## config.mk

```make
export PLATFORM = sky130hd
export DESIGN_NAME = alu_arbiter
export DESIGN_NICKNAME = d
export VERILOG_FILES = /design/src/rtl/alu_arbiter.sv
export SDC_FILE = /design/constraint.sdc
export NUM_CORES = 1
export LEC_CHECK = 0
export BUFFER_PORTS_ARGS = -buffer_cell sky130_fd_sc_hd__buf_2
export CAP_MARGIN = 20
export CORE_UTILIZATION = 32
export DETAILED_ROUTE_END_ITERATION = 10
export MAX_ROUTING_LAYER = met4
export SETUP_SLACK_MARGIN = 0.15
export SLEW_MARGIN = 20
export SYNTH_ARGS = -nofsm -noshare
export SYNTH_HDL_FRONTEND = slang
export SYNTH_SLANG_ARGS = --single-unit
```

## constraint.sdc

```tcl
create_clock -name clk -period 1.5 [get_ports clk]
set_input_delay 0.15 -clock clk [delete_from_list [all_inputs] [get_ports clk]]
set_output_delay 0.15 -clock clk [all_outputs]
set_load 0.005 [all_outputs]
```

## src/rtl/alu_arbiter.sv

```systemverilog
// alu_arbiter
//   Shares one W-bit ALU between two requesters: port 0 is the execute stage
//   and port 1 is the address/branch-compare unit. Requests are granted
//   round-robin. The winner's operands and selector are registered and drive
//   the ALU. The ALU result and Z flag are registered and then returned on
//   a per-port response handshake.
//
// Ports
//   clk, rst                      clock, synchronous active-high reset
//   reqN_valid / reqN_ready       request handshake, port N (0 or 1)
//   reqN_a, reqN_b, reqN_sel      operands and ALU op of port N
//   respN_valid / respN_ready     response handshake, port N
//   resp_o, resp_z                registered result and Z flag (shared)
//   alu_a, alu_b, alu_sel         registered ALU inputs
//   alu_o, alu_z                  combinational ALU result and Z flag
//
// state | meaning
// ------+--------------------------------------------------------------
// IDLE  | arbitrate; winner's ready is high, operands captured on transfer
// EXEC  | ALU driven from operand registers; result captured at edge
// RESP  | respN_valid high for granted port until its respN_ready

module alu_arbiter #(
    parameter int W       = 32,
    parameter bit RR_INIT = 1'b0
) (
    input  logic         clk,
    input  logic         rst,

    input  logic         req0_valid,
    output logic         req0_ready,
    input  logic [W-1:0] req0_a,
    input  logic [W-1:0] req0_b,
    input  logic [2:0]   req0_sel,

    input  logic         req1_valid,
    output logic         req1_ready,
    input  logic [W-1:0] req1_a,
    input  logic [W-1:0] req1_b,
    input  logic [2:0]   req1_sel,

    output logic         resp0_valid,
    input  logic         resp0_ready,
    output logic         resp1_valid,
    input  logic         resp1_ready,
    output logic [W-1:0] resp_o,
    output logic         resp_z,

    output logic [W-1:0] alu_a,
    output logic [W-1:0] alu_b,
    output logic [2:0]   alu_sel,
    input  logic [W-1:0] alu_o,
    input  logic         alu_z
);

    typedef enum logic [1:0] {
        S_IDLE = 2'd0,
        S_EXEC = 2'd1,
        S_RESP = 2'd2
    } state_t;

    state_t         state_q, state_d;
    logic           ptr_q,   ptr_d;
    logic           gnt_q,   gnt_d;
    logic [W-1:0]   a_q,     a_d;
    logic [W-1:0]   b_q,     b_d;
    logic [2:0]     sel_q,   sel_d;
    logic [W-1:0]   res_q,   res_d;
    logic           z_q,     z_d;

    logic           any_valid;
    logic           win;
    logic           xfer;
    logic           resp_take;

    // Winner index: a lone requester always wins; under contention the
    // pointer decides.
    always_comb begin
        any_valid = req0_valid | req1_valid;
        win       = (req0_valid & req1_valid) ? ptr_q : req1_valid;
        xfer      = (state_q == S_IDLE) & any_valid;
        resp_take = gnt_q ? resp1_ready : resp0_ready;
    end

    // State register and datapath registers
    always_ff @(posedge clk) begin
        if (rst) begin
            state_q <= S_IDLE;
            ptr_q   <= RR_INIT;
            gnt_q   <= 1'b0;
            a_q     <= '0;
            b_q     <= '0;
            sel_q   <= 3'b111;
            res_q   <= '0;
            z_q     <= 1'b0;
        end else begin
            state_q <= state_d;
            ptr_q   <= ptr_d;
            gnt_q   <= gnt_d;
            a_q     <= a_d;
            b_q     <= b_d;
            sel_q   <= sel_d;
            res_q   <= res_d;
            z_q     <= z_d;
        end
    end

    // Next-state and next-register logic
    always_comb begin
        state_d = state_q;
        ptr_d   = ptr_q;
        gnt_d   = gnt_q;
        a_d     = a_q;
        b_d     = b_q;
        sel_d   = sel_q;
        res_d   = res_q;
        z_d     = z_q;
        case (state_q)
            S_IDLE: begin
                if (xfer) begin
                    state_d = S_EXEC;
                    gnt_d   = win;
                    // Favour the loser next time, even after an uncontended grant.
                    ptr_d   = ~win;
                    a_d     = win ? req1_a   : req0_a;
                    b_d     = win ? req1_b   : req0_b;
                    sel_d   = win ? req1_sel : req0_sel;
                end
            end
            S_EXEC: begin
                state_d = S_RESP;
                res_d   = alu_o;
                z_d     = alu_z;
            end
            S_RESP: begin
                if (resp_take) begin
                    state_d = S_IDLE;
                end
            end
            default: begin
                state_d = S_IDLE;
            end
        endcase
    end

    // Outputs
    always_comb begin
        req0_ready  = 1'b0;
        req1_ready  = 1'b0;
        resp0_valid = 1'b0;
        resp1_valid = 1'b0;
        if (state_q == S_IDLE) begin
            req0_ready = any_valid & ~win;
            req1_ready = any_valid &  win;
        end
        if (state_q == S_RESP) begin
            resp0_valid = ~gnt_q;
            resp1_valid =  gnt_q;
        end
    end

    assign resp_o  = res_q;
    assign resp_z  = z_q;
    assign alu_a   = a_q;
    assign alu_b   = b_q;
    assign alu_sel = sel_q;

endmodule

```

==> flow_summary.toml <==
[detailed_routing]
vias = 4811
antenna_left = 0
wirelength_microns = 14660
drc = 0
dr.pass1.iters = 5
drt_iter0_drc = 305
post_drt_wl_per_cell_microns = 14.92
vias_per_cell = 4.894

[global_routing]
grt_max_degree = 67
grt_pass1_wl_microns = 20710
first_global_vias = 4423
antenna_found_initial = 0
track_usage = 0.2034
grt.met1_usage = 0.2279
use_met2 = 0.3518
grt_use_met3 = 0.04943
top_usage_layer = "met2"
grt-ovfl-total = 0

[cts]
insertion_delay_ns = 0.35
clock-sinks = 104
root_buffer = "clkbuf_16"
cts_tree = "done"
postCtsHoldBufs = 0
cts_max_level = 3
cts.path.max_buffers = 2
path_clk_slew_ns = 0.07
cts_buffers = 9

[die]
io_pins = 277
core_sq_um = 12770
floorplan.initialDensity = 0.3324
die_x_microns = 117.2
dieArea_sq_um = 13730
die_h_microns = 117.2
num_rows = 41

[final_layout]
multiInputGateArea_sq_um = 2113
fin_area_sq_um = 6528
filler_cell_count = 1272
drive_above_1_share = 0.4439
antennaDiodeCount = 0
synthToLayoutAreaGrowth_pct = 53.76
fin_nets = 979
seq_area_sq_um = 2088

[logic_synthesis]
netlist_area_sq_um = 4245
synth_common_cells = "197 x nand2_1, 104 x dfxtp_1, 73 x nor2_1"
ys.flop_type = "dfxtp_1"
synth_nets = 717
synth-edff-count = 0
yosysMostFrequentCell = "nand2_1"
syn-instance-count = 544
synth_top_area_share = 0.4904
yosysWarnings = 0
synth_cell_types = 25
async_reset_ff_frac = 0
synth.area.top_cells = "dfxtp_1 49%, nand2_1 17%, a311oi_1 13%"
ys_seq_elements = 104
ys_seq_area_frac = 0.4904
avgSynthCellArea_sq_um = 7.804
synth_top_area_cell = "dfxtp_1"

[timing]
worst_slew_pin_slew_ns = 0.4794
finalMaxSlewViolations = 0
relSlewSlack = 0.6804
fin_skew_ns = 0.006805
rsz0062_at_grt = "true"
final_hold_viol_count = 0
finalSetupViolCount = 9
setup_slack_ns = -0.04826
fmax_mhz = 645.9
layout_min_cycle_time_ns = 1.548
setup_tns_ns = -0.09797
fin_crit_sh = 1.032

[setup_path]
cp.arrival_ns = 1.40
path_max_fanout = 4
crit_type = "register to output port"
reg2reg_depth = 6
r2r_slack_ns = -0.02
worst_r2r_endpoint = "alu_a[29]"
crit_required_ns = 1.35
start_kind = "register"
critPathCaptureType = "output port"
crit-reg2reg-launch = "ptr_q"

[status]
status = "finished with violations"
violations = "setup timing"

[place]
dpl-instance-area_sq_um = 5827
numPortBuffers = 276
gp_congestion = 0.8239
dp_hpwl_microns = 10030

[worst_hold_path]
worst_hold_path.num_cells = 3
worst_hold_path.endpoint = "resp_o[14]"
hp-start = "alu_o[14]"
min_path_type = "input port to register"

[power]
seqPwrFrac = 0.434
p_leak_nw = 3.126
internal-power_mw = 5.281
switching_power_mw = 2.111
power.share.clock = 0.330
powerDensity_nw_per_um2 = 1132
p_sw_frac = 0.2856
vdd_drop_max_mv = 0.7581
pwr-share-comb = 0.237

[job]
maxCapViolCount = 0
==> worst max-delay path by stage <==
| stage | start | endpoint | slack (ns) | cells past startpoint |
|---|---|---|---|---|
| after CTS | ptr_q | req1_ready | -0.06 | 5 |
| final | ptr_q | req1_ready | -0.05 | 5 |
| after floorplan | ptr_q | alu_b[10] | 0.14 | 7 |
| after global routing | ptr_q | req1_ready | -0.11 | 5 |
| after detailed placement | ptr_q | alu_b[1] | -0.02 | 5 |
| after global placement | ptr_q | alu_a[26] | 0.07 | 5 |
==> power groups by stage <==
stage | clock (mW) | combinational [mW] | sequential (mW)
CTS | 2.52 | 1.67 | 3.21
global placement | 0 | 1.52 | 3.25
floorplan | 0 | 0.780 | 3.29
finish | 2.44 | 1.75 | 3.21
global route | 2.60 | 1.93 | 3.24
detailed placement | 0 | 1.55 | 3.27
==> stage by stage <==
step	worst slack (ns)	cells	util	hold slack, ns	total power [mW]
global route	-0.1064	983	0.5110	0.02509	7.779
detailed placement	-0.01557	955	0.4562	0.3960	4.815
global placement	0.06726	955	0.4562	0.3905	4.771
floorplan	0.1431	544	-	0.2661	4.073
finish	-0.04826	983	0.5110	0.02995	7.392
CTS	-0.05864	980	0.4998	0.01300	7.398
==> cell type report <==
type                       instances  share of cell area
timing repair buffer             301              0.2762
sequential                       104              0.3199
tap                              172             0.03297
clock buffer                      11             0.03872
multi-input combinational        390              0.3237
clock inverter                     5            0.008434
==> kinds of logic after synthesis <==
family,count (synthesis),share of synthesized area
AO/OA/AOI/OAI,109,0.1907
buffers and inverters,50,0.06071
flip-flops,104,0.4904
multiplexers,1,0.002358
AND/OR/NAND/NOR,280,0.2558
==> cell usage in the layout, fill, tap and decap left out, types with 2 or more instances in the layout <==
cell type	instances
buf_2	275
nand2_1	184
dfxtp_1	101
nor2_1	72
a311oi_1	51
a21oi_1	35
a311oi_2	14
nand2_2	11
clkbuf_16	11
buf_12	10
buf_4	8
o21bai_1	3
buf_16	3
buf_6	3
nor2_4	2
nand2_4	2
a211oi_2	2
clkinvlp_4	2
clkinv_2	2
clkbuf_8	2
dfxtp_2	2
==> worst max-delay path: stages, from the launching register on <==
cell and delay [ns]:
dfxtp_2 0.33, and2b_4 0.20, nand2b_4 0.16, buf_12 0.13, nor3_4 0.10, buf_2 0.14
==> state kept, by name, indices dropped and copies added (netlist names) <==
register,cells
alu_a,32
alu_b,32
alu_sel,3
gnt_q,1
ptr_q,1
resp_o,32
resp_z,1
state_q,2
==> routing by layer <==
metal | vias up | wire length (microns) | share of wire
met5 | - | 0 | 0
met3 | 14 | 1180 | 0.080
li1 | 2376 | - | -
met1 | 2224 | 6025 | 0.41
met4 | 0 | 188 | 0.013
met2 | 197 | 7269 | 0.50
==> repair_timing <==
item	4_1_cts	5_1_grt
pin swaps	9	0
resized for setup	37	13
gates cloned	2	3
buffers inserted	7	0
endpoints found under the setup margin	66	70
Power figures use the tool's default switching activity.
